--- src/rtl/htd_arb.sv ---
// htd_arb: round-robin frame arbiter with head/tail delimited output and two-cycle latency
module htd_arb #(
  parameter int DATA_WIDTH = 8,
  parameter int NUM_PORTS = 4,
  parameter int TIMEOUT = 15
) (
  input  logic                            i_clk,
  input  logic                            i_rst,
  input  logic [NUM_PORTS-1:0]            iv_req,
  output logic [NUM_PORTS-1:0]            ov_grant,
  input  logic [NUM_PORTS*DATA_WIDTH-1:0] iv_data,
  input  logic [NUM_PORTS-1:0]            iv_data_wr,
  output logic [DATA_WIDTH:0]             ov_data,
  output logic                            o_data_wr,
  output logic                            o_timeout
);
  localparam int PW = NUM_PORTS > 1 ? $clog2(NUM_PORTS) : 1;
  localparam int CW = TIMEOUT > 1 ? $clog2(TIMEOUT) : 1;
  localparam logic [1:0] IDLE = 2'd0, GRANT = 2'd1, XFER = 2'd2;
  logic [1:0] state;
  logic [PW-1:0] last, g, nxt, cand;
  logic [CW-1:0] cnt;
  logic [DATA_WIDTH-1:0] buf_data, din;
  logic buf_head, wr_g;
  assign wr_g = iv_data_wr[g];
  assign din = iv_data[g*DATA_WIDTH +: DATA_WIDTH];
  always_comb begin
    nxt = last;
    cand = last;
    for (int i = NUM_PORTS; i >= 1; i--) begin
      cand = PW'((int'(last) + i) % NUM_PORTS);
      nxt = iv_req[cand] ? cand : nxt;
    end
  end
  always_ff @(posedge i_clk) begin
    if (i_rst) begin
      state <= IDLE;
      ov_grant <= '0;
      ov_data <= '0;
      o_data_wr <= 1'b0;
      o_timeout <= 1'b0;
      last <= PW'(NUM_PORTS - 1);
      g <= '0;
      cnt <= '0;
      buf_data <= '0;
      buf_head <= 1'b0;
    end else begin
      o_data_wr <= 1'b0;
      o_timeout <= 1'b0;
      case (state)
        IDLE: if (|iv_req) begin
          g <= nxt;
          last <= nxt;
          ov_grant <= NUM_PORTS'(1) << nxt;
          cnt <= '0;
          state <= GRANT;
        end
        GRANT: if (wr_g) begin
          buf_data <= din;
          buf_head <= 1'b1;
          state <= XFER;
        end else if (!iv_req[g]) begin
          ov_grant <= '0;
          state <= IDLE;
        end else if (cnt == CW'(TIMEOUT - 1)) begin
          ov_grant <= '0;
          o_timeout <= 1'b1;
          state <= IDLE;
        end else begin
          cnt <= cnt + 1'b1;
        end
        XFER: begin
          // the buffered word is the tail exactly when the granted port stops writing now
          ov_data <= {buf_head | ~wr_g, buf_data};
          o_data_wr <= 1'b1;
          if (wr_g) begin
            buf_data <= din;
            buf_head <= 1'b0;
          end else begin
            ov_grant <= '0;
            state <= IDLE;
          end
        end
        default: state <= IDLE;
      endcase
    end
  end
endmodule

--- config.mk ---
export PLATFORM = sky130hd
export DESIGN_NAME = htd_arb
export DESIGN_NICKNAME = d
export VERILOG_FILES = /design/src/rtl/htd_arb.sv
export SDC_FILE = /design/constraint.sdc
export NUM_CORES = 1
export LEC_CHECK = 0
export CELL_PAD_IN_SITES_DETAIL_PLACEMENT = 2
export CELL_PAD_IN_SITES_GLOBAL_PLACEMENT = 2
export CORE_MARGIN = 4
export CORE_UTILIZATION = 29
export CTS_CLUSTER_DIAMETER = 30
export DETAILED_ROUTE_END_ITERATION = 8
export PLACE_DENSITY_LB_ADDON = 0.1
export RECOVER_POWER = 100
export SYNTH_ARGS = -nofsm -noshare
export SYNTH_HDL_FRONTEND = slang
export SYNTH_SLANG_ARGS = --single-unit
--- constraint.sdc ---
create_clock -name i_clk -period 4 [get_ports i_clk]
set_input_delay 0.4 -clock i_clk [delete_from_list [all_inputs] [get_ports i_clk]]
set_output_delay 0.4 -clock i_clk [all_outputs]
set_load 0.02 [all_outputs]
# == After elaboration in Yosys (flattened, before gate mapping) ==
# Cells that the tools add are included.
# classes
n_addsub,5
order_cmp,5
n_eq_ne,12
n_shift,2
muxes,38
n_bitwise,4
reduce_logical,13
# ops
op,n
$mux W4,9
$shiftx A32 B6 Y8,1
$mux W2,9
$lt A2 B3 Y1 const B,5
$ne A2 B2 Y1 const B,7
$bmux W1 S2,6
$pmux W4 S3,1
$mux W1,10
$reduce_and A5 Y1,2
$pmux W4 S2,1
$reduce_or A4 Y1,2
$pmux W2 S3,1
$reduce_and A3 Y1,2
$add A2 B1 Y2 const B,2
$add A2 B2 Y2 const B,2
$add A4 B1 Y4 const B,1
$eq A4 B4 Y1 const B,1
$ne A4 B4 Y1 const B,1
$reduce_and A2 Y1,2
$reduce_bool A2 Y1,2
$shl A1 B2 Y4 const A,1
$ne A3 B3 Y1 const B,1
$not A1 Y1,3
$reduce_bool A3 Y1,1
6 further kinds,6
# totals
regBits,34

# == Depth between registers and ports, before layout ==
# Gate-level depths: netlist of the first run.
# depth
word_depth,10
depth_mapped,8

# == Worst setup path before layout of the first run ==
# Ideal clock, no wire load.
# synth_path
path_type,input to register
start,input iv_data_wr[3]
end,register ov_grant[3]
setup_time_ns,0.121
arrival_ns,1.858
t_required_ns,3.879
slack_ns,2.020
stages,6
path_cell_list,mux4_2 -> a22o_1 -> a21oi_1 -> and3b_1 -> buf_6 -> mux2_4
# synth_via
elab_chain_cells,4
elab_cells_between_ends,5
classes_between,eq/ne (2); mux (2); reduce/logical (1)
# synth_rtl
element,line_no,text
from (decl),12,"input logic [NUM_PORTS-1:0] iv_data_wr,"
$bmux W1 S2 (*),25,assign wr_g = iv_data_wr[g];
$mux W1 (not written as such) (*),25,
$ne A2 B2 Y1 (no line),--,
$reduce_and A5 Y1 (no line) (*),--,
to (signal assigned),54,ov_grant <= NUM_PORTS'(1) << nxt;
to (decl),10,"output logic [NUM_PORTS-1:0] ov_grant,"
# Every way passes the cells marked *; elsewhere a longest branch is shown, timed or not. The select of a mux whose other input is x is not followed.
# A chain may end at the register's enable or synchronous reset.

# == Final worst setup path of the first run ==
# layout_path
start,register g[0]
end,register ov_grant[3]
# layout_via
elab_chain_cells,5
elab_cells_between_ends,11
classes_between,eq/ne (3); mux (7); reduce/logical (1)
# layout_rtl
element,line_no,text
from (decl),21,"logic [PW-1:0] last, g, nxt, cand;"
from (signal assigned),52,g <= nxt;
$bmux W1 S2,62,end else if (!iv_req[g]) begin
$mux W1 (not written as such),62,
$mux W4,62,
$mux W4,58,GRANT: if (wr_g) begin
$pmux W4 S3,50,case (state)
# Several ways; a longest one is shown, not always the timed one. The select of a mux whose other input is x is not followed.

==> summary.md, run 1 <==
| Metric | Value |
|---|---|
| Worst Hold Class | reg2reg |
| Post-CTS Hold Buffers | 0 |
| Seq/Total Area, Yosys | 39.0% |
| Worst reg2reg path endpoint | ov_grant[3] |
| Fraction of layout cells with a size suffix above 1 | 9.32% |
| CTS root buf | clkbuf_8 |
| DP Wirelength | 4050 µm |
| Final wirelength | 5100 µm |
| Vias per std cell | 5.07 |
| Max Buffers Root-to-Sink | 2 |
| CTS resizes | 0 |
| First-pass GRT wire length | 8810 µm |
| DRT iter0 DRCs | 30 |
| Leakage | 0.000954 µW |
| Die area | 0.00732 mm² |
| Worst IR Drop VDD | 0.000169 V |
| Final Cycle Share | 64.7% |
| R2R Path Start | g[0] |
| Hold path depth | 2 |
| Outcome | finished clean |
| Crit path DAT | 2.76 ns |
| Final core occ | 43.7% |
| XOR/XNOR Fraction of Synth Area | 0% |
| Setup Crit Path Kind | reg2reg |
| Post-synthesis mux area share | 21.1% |
| CTS tree | done |
| Count of mapped cells out of synthesis | 181 |
| EDFF count, synth | 0 |
| X dimension of the die | 85.6 µm |
| Critical Path RT | 4.17 ns |
| Main combinational cell family by area after synthesis | multiplexers |
| Startpoint class of the critical path | flop |
| Slew Limit Headroom | 54.4% |
| Ys async rst share | 0% |
| Max FO, Critical Path | 12 |
| CP Cell Sequence | mux4_2 -> a22o_1 -> a21oi_1 -> and3b_1 -> mux2_1 |
| Largest net degree at the start of global routing | 37 |
| Io pins | 57 |
| Worst Setup End Kind | flop |
| Synth Register Bits | 34 |
| Max-cap violations | 0 |
| Delay-heaviest family, CP | multiplexers |
| Clk_skew | 0.00333 ns |
| Initial Utilization | 30.7% |
| Post-synthesis cell type count | 39 |
| CTS H-tree lvls | 2 |
| Simple-Gate Fraction of Synth Area | 20.7% |
| Initial antenna violation count | 0 |
| R2R depth | 5 |
| Slew @ Worst Pin | 0.678 ns |
| Synth Area in Compound Gates | 10.5% |
| DR DRC count | 0 |
| Height of the die | 85.6 µm |
| Clk_lat worst skew | 0.29 ns |
| Hold Fails Final Rpt | 0 |
| GPL Wtd Cong | 0.848 |
| RSZ-0062 raised after global routing | false |
| Max Clk Rate | 387 MHz |
| Final Non-Filler Cells | 308 |
| Max incr delay on CP | 0.74 ns |
| Synth Area in Adders | 4.30% |
| Diodes inserted | 0 |
| Tmin final | 2.59 ns |
| Most used flip-flop cell after synthesis | dfxtp_1 |
| Core area | 0.00568 mm² |
| Syn Nets | 229 |
| Inst Count DP | 300 |
| Buf/Inv on CP | 0 |
| DR WL/cell | 16.6 µm |
| ANT nets after route | 0 |
| Grt ovf | 0 |
| 1st-pass router iterations | 4 |
| Vias in the first global route | 1808 |
| Setup violations, final | 0 |
| Clock Sinks | 34 |
| Cell Area, Synth | 0.00174 mm² |
| Max Slew Vio Count | 0 |
| # nets final | 283 |
| Slowest CP cell | dfxtp_1 |
| CTS buffer count | 5 |
| Num rows | 27 |
| Total number of yosys warnings | 0 |
| Hold path start | buf_data[1] |
| Overall Power | 1210 µW |
| Fin Setup TNS | 0 ns |
| Total track usage | 15.0% |
| Post-CTS Repair Setup Buffers | 0 |
| P per Cell Area | 489 mW/mm² |
| Syn Area/Cell | 9.64 µm² |
| Worst Hold Path EP | buf_data[1] |
| Port buffer count | 56 |
| Reg-to-reg setup timing slack | 1.41 ns |
| DR vias | 1563 |
| Clock slew at reported path FFs | 0.07 ns |
| Area grow syn2layout | 42.3% |
## routing by layer
layer | vias to the layer above | part of all wire, % | GRT usage (%) | wire length [µm]
met5 | - | 0 | 0 | 0
met4 | 0 | 1.4 | 4.03 | 69
met3 | 7 | 8.5 | 5.67 | 434
met2 | 55 | 45 | 23.5 | 2290
met1 | 752 | 45 | 19.4 | 2310
li1 | 749 | - | - | -
## cell type report
class	instances	area, µm²
clock buffer	5	68.8
inverter	7	26.3
timing repair buffer	57	568
clock inverter	3	68.8
tap	72	90.1
sequential	34	681
fill	621	3190
multi-input combinational	130	978
## worst max-delay path by stage
| stage | start | end | slack, ns | depth (start not counted) |
|---|---|---|---|---|
| 6_report | g[0] | ov_grant[3] | 1.41 | 5 |
| 2_1_floorplan | iv_data_wr[3] | ov_grant[3] | 2.02 | 6 |
| 4_1_cts | g[0] | ov_grant[3] | 1.39 | 5 |
| 3_5_place_dp | g[0] | ov_grant[3] | 1.40 | 5 |
| 5_1_grt | g[0] | ov_grant[3] | 1.21 | 5 |
| 3_3_place_gp | g[0] | ov_grant[3] | 1.48 | 5 |
## tightest hold or removal path: cells and delay by family, from the launching register on
kind	cells	cell delay (ns)
compound gates	1	0.05
flops	1	0.31
simple gates	1	0.05
## cells in the mapped netlist (all sizes together), types with 2 or more instances
master	n	area share, %
and2	2	0.72
nor2	17	3.7
nor3	3	0.86
nand2	20	4.3
a311oi	2	1.0
or3b	3	1.5
a21oi	14	4.0
a31oi	3	1.1
nor2b	3	1.1
inv	7	1.5
dfxtp	34	39
ha	6	4.3
or2	2	0.72
and3b	2	1.0
nand2b	6	2.2
mux2i	15	8.6
nand3b	2	0.86
clkbuf	7	1.7
buf	3	1.1
nand3	8	2.6
mux4	9	12
a211oi	2	0.86
## power by group
| group | leakage (µW) | switching (µW) | internal [µW] |
|---|---|---|---|
| clock | 0.0000683 | 134 | 250 |
| sequential | 0.000277 | 57.6 | 386 |
| combinational | 0.000609 | 192 | 194 |
| total | 0.000954 | 383 | 830 |
## through the flow
step	cell area, µm²	hold WS, ns	worst slack, ns
final	2480	0.458	1.41
after CTS	2490	0.461	1.39
after detailed placement	2350	0.450	1.40
after global routing	2480	0.506	1.21
after floorplan	1740	0.436	2.02
after global placement	2350	0.444	1.48
## registers in the layout (all words and copies together) (netlist names)
signal,flops
cnt,4
buf_data,8
last,2
buf_head,1
ov_grant,4
o_data_wr,1
g,2
ov_data,9
state,2
o_timeout,1
## placed cells by master, fill, tap and decap left out, types with 2 or more instances in the layout
master | synthesis | layout
a211oi_1 | 2 | 2
a21oi_1 | 14 | 14
a311oi_1 | 2 | 2
a31oi_1 | 3 | 3
and3b_1 | 2 | 2
bufinv_16 | 0 | 2
clkbuf_8 | 0 | 5
clkdlybuf4s50_1 | 0 | 40
dfxtp_1 | 34 | 34
dlygate4sd3_1 | 0 | 16
ha_1 | 6 | 6
inv_1 | 6 | 7
mux2i_1 | 15 | 15
mux4_2 | 9 | 9
nand2_1 | 20 | 20
nand2b_1 | 6 | 6
nand3_1 | 7 | 8
nand3b_1 | 2 | 2
nor2_1 | 17 | 17
nor2b_1 | 3 | 3
nor3_1 | 3 | 3
or2_2 | 2 | 2
or3b_1 | 2 | 2
## kinds of logic (layout without fill, tap and decap cells)
| family | count (synthesis) | in the layout |
|---|---|---|
| multiplexers | 25 | 25 |
| AO/OA/AOI/OAI | 28 | 28 |
| buffers and inverters | 17 | 72 |
| adder cells (fa/ha/maj) | 6 | 6 |
| flip-flops | 34 | 34 |
| AND/OR/NAND/NOR | 71 | 71 |
Note: power is estimated with default switching activity, not from simulation.
==> run 2, diff against run 1 <==
--- a/config.mk
+++ b/config.mk
@@ -8,7 +8,7 @@
 export CELL_PAD_IN_SITES_DETAIL_PLACEMENT = 2
 export CELL_PAD_IN_SITES_GLOBAL_PLACEMENT = 2
 export CORE_MARGIN = 4
-export CORE_UTILIZATION = 29
+export CORE_UTILIZATION = 24
 export CTS_CLUSTER_DIAMETER = 30
 export DETAILED_ROUTE_END_ITERATION = 8
 export PLACE_DENSITY_LB_ADDON = 0.1
==> constraint.sdc (replaced) <==
create_clock -name i_clk -period 2.3 [get_ports i_clk]
set_input_delay 0.23 -clock i_clk [delete_from_list [all_inputs] [get_ports i_clk]]
set_output_delay 0.23 -clock i_clk [all_outputs]
set_load 0.02 [all_outputs]
==> run 2 against run 1 <==
  * Cell area grew 1.4%
  * Flip-flop and latch count did not move
  * Utilization is 7.5 points lower
  * Power up 61%
  * Critical endpoint unchanged
  * Via count up 1.5%
  * Cell count rose by 10%
  * Global-route usage down 1.5 points
  * Largest cell class unchanged
==> summary.md, run 2 (synthesized netlist as in run 1, its figures left out) <==
| Metric | Value |
|---|---|
| P per Cell Area | 777 mW/mm² (was 489 mW/mm²) |
| Worst Hold Class | reg2reg (unchanged) |
| Initial Utilization | 25.1% (was 30.7%) |
| Sequential fraction of design power | 37.8% (was 36.6%) |
| Reg-to-reg setup timing slack | 0.31 ns (was 1.41 ns) |
| Hold Worst Slack | 0.464 ns (was 0.458 ns) |
| Crit path DAT | 2.21 ns (was 2.76 ns) |
| Io pins | 57 (unchanged) |
| Slowest CP cell | dlygate4sd3_1 (was dfxtp_1) |
| CTS resizes | 0 (unchanged) |
| Hold Fails Final Rpt | 0 (unchanged) |
| Final wirelength | 5600 µm (was 5100 µm) |
| Clk_lat worst skew | 0.29 ns (about the same) |
| Final Non-Filler Cells | 340 (was 308) |
| Outcome | finished clean (unchanged) |
| Worst Hold Path EP | buf_data[7] (was buf_data[1]) |
| Overall Power | 1950 µW (was 1210 µW) |
| CTS tree | done (unchanged) |
| RSZ-0062 raised after global routing | false (unchanged) |
| CTS root buf | clkbuf_8 (unchanged) |
| Inst Count DP | 332 (was 300) |
| Max Buffers Root-to-Sink | 2 (unchanged) |
| Clock Sinks | 34 (unchanged) |
| Max FO, Critical Path | 6 (was 12) |
| # fillers | 779 (was 621) |
| Max reg flops | 9 (unchanged) |
| Area grow syn2layout | 44.2% (was 42.3%) |
| Port buffer count | 56 (unchanged) |
| Critical Path RT | 2.48 ns (was 4.17 ns) |
| Gate power share | 38.1% (was 31.8%) |
| Diodes inserted | 0 (unchanged) |
| Most common cell after layout, fill and taps aside | clkdlybuf4s50_1 (unchanged) |
| Vias per std cell | 4.66 (was 5.07) |
| Startpoint class of the critical path | primary input (was flop) |
| Clock share of power | 24.1% (was 31.6%) |
| Max incr delay on CP | 0.62 ns (was 0.74 ns) |
| Largest Register | ov_data (unchanged) |
| Setup Crit Path Kind | in2reg (was reg2reg) |
| Vias in the first global route | 1759 (was 1808) |
| Max Slew Vio Count | 0 (unchanged) |
| Leakage | 0.000958 µW (was 0.000954 µW) |
| DR DRC count | 0 (unchanged) |
| Worst reg2reg path endpoint | ov_grant[0] (was ov_grant[3]) |
| Net Sw Frac | 34.5% (was 31.6%) |
| Fraction of layout cells with a size suffix above 1 | 11.1% (was 9.32%) |
| 1st-pass router iterations | 4 (unchanged) |
| Worst Setup End Kind | flop (unchanged) |
| Total track usage | 13.5% (was 15.0%) |
| ANT nets after route | 0 (unchanged) |
| Max-cap violations | 0 (unchanged) |
| DR vias | 1586 (was 1563) |
| Slew @ Worst Pin | 0.725 ns (was 0.678 ns) |
| DRT iter0 DRCs | 23 (was 30) |
| First-pass GRT wire length | 9290 µm (was 8810 µm) |
| PnR worst setup slack | 0.263 ns (was 1.41 ns) |
| CP Cell Sequence | dlygate4sd3_1 -> nor4_1 -> a22o_1 -> a21oi_1 -> and3b_1 -> mux2_1 (was mux4_2 -> a22o_1 -> a21oi_1 -> and3b_1 -> mux2_1) |
| Clk_skew | 0.0110 ns (was 0.00333 ns) |
| Setup violations, final | 0 (unchanged) |
| Slew Limit Headroom | 51.2% (was 54.4%) |
| Largest regs | ov_data x9, buf_data x8 (unchanged) |
| Clock slew at reported path FFs | 0.08 ns (was 0.07 ns) |
| Placement Setup Slack | 0.0944 ns (was 1.40 ns) |
| GPL Wtd Cong | 0.819 (was 0.848) |
| Largest net degree at the start of global routing | 36 (was 37) |
| # nets final | 291 (was 283) |
| Max Clk Rate | 491 MHz |
| Hold path start | buf_data[7] (was buf_data[1]) |
| R2R Path Start | g[0] (unchanged) |
| Post-CTS Hold Buffers | 0 (unchanged) |
| DP Wirelength | 4590 µm (was 4050 µm) |
| Commonest non-fill, non-tap cells in the layout | clkdlybuf4s50_1 (40), dfxtp_1 (34), nand2_1 (20) (unchanged) |
| Post-CTS Repair Setup Buffers | 0 (unchanged) |
| Final Cycle Share | 88.6% |
| Grt ovf | 0 (unchanged) |
| R2R depth | 6 (was 5) |
| Fin Setup TNS | 0 ns (unchanged) |
| Die area | 0.00870 mm² (was 0.00732 mm²) |
| CTS H-tree lvls | 2 (unchanged) |
| CTS buffer count | 5 (unchanged) |
| Int Pwr | 1280 µW (was 830 µW) |
| Worst IR Drop VDD | 0.000306 V (was 0.000169 V) |
| Tmin final | 2.04 ns |
| Core area | 0.00694 mm² (was 0.00568 mm²) |
| Initial antenna violation count | 0 (unchanged) |
| Num rows | 30 (was 27) |
| X dimension of the die | 93.3 µm (was 85.6 µm) |
| Height of the die | 93.3 µm (was 85.6 µm) |
| Hold path depth | 2 (unchanged) |
| DR WL/cell | 16.5 µm (was 16.6 µm) |
| NetSw | 675 µW (was 383 µW) |
[run 2: cell count changes in the layout (fill, tap and decap cells not counted)]
| cell | delta |
|---|---|
| and2_1 | -1 |
| clkbuf_8 | +1 |
| clkinv_2 | +1 |
| bufinv_16 | -2 |
| nand3_1 | -1 |
| buf_4 | +4 |
| clkbuf_1 | +5 |
| inv_2 | +1 |
| clkinv_4 | -1 |
| inv_1 | -1 |
| and2_0 | +1 |
| nand3_2 | +1 |
[run 2: power by group through the flow]
stage,combinational [µW],sequential [µW],clock (µW)
CTS,795,742,487
finish,745,738,470
global route,828,754,517
detailed placement,787,755,0
floorplan,507,749,0
global placement,762,747,0
[run 2: layout make-up]
cell class | instances | area (µm²) | share of cell area, %
multi-input combinational | 130 | 983 | 39.1
sequential | 34 | 681 | 27.1
timing repair buffer | 65 | 613 | 24.4
tap | 96 | 120 | 4.78
clock buffer | 7 | 86.3 | 3.43
inverter | 7 | 26.3 | 1.04
clock inverter | 1 | 5.00 | 0.199
[run 2: layer usage]
layer  vias up  track usage [%]  part of all wire [%]
met5         -                0                     0
met4         0             4.52                   1.9
met3        10             3.30                   3.5
met2        31             23.1                    52
met1       777             16.5                    43
li1        768                -                     -
[run 2: stage by stage]
stage / utilization (%) / instance area (µm²)
after global routing: 36.2 / 2510
after floorplan: - / 1740
after global placement: 35.2 / 2440
after CTS: 36.5 / 2530
after detailed placement: 35.2 / 2440
final: 36.2 / 2510
[run 2: worst max-delay path by stage]
stage                     slack (ns)     startpoint          end
after global routing            0.16       state[1]       cnt[3]
after floorplan                 0.34           g[0]  ov_grant[3]
final                           0.26      iv_req[3]  ov_grant[3]
after global placement          0.13  iv_data_wr[3]  ov_grant[3]
after CTS                       0.31       state[1]       cnt[1]
after detailed placement        0.09  iv_data_wr[3]  ov_grant[3]
[run 2: critical path: cells and delay by family]
| family | cells | cell delay [ns] |
|---|---|---|
| multiplexers | 1 | 0.31 |
| buffers and inverters | 1 | 0.62 |
| AO/OA/AOI/OAI | 2 | 0.33 |
| AND/OR/NAND/NOR | 2 | 0.73 |
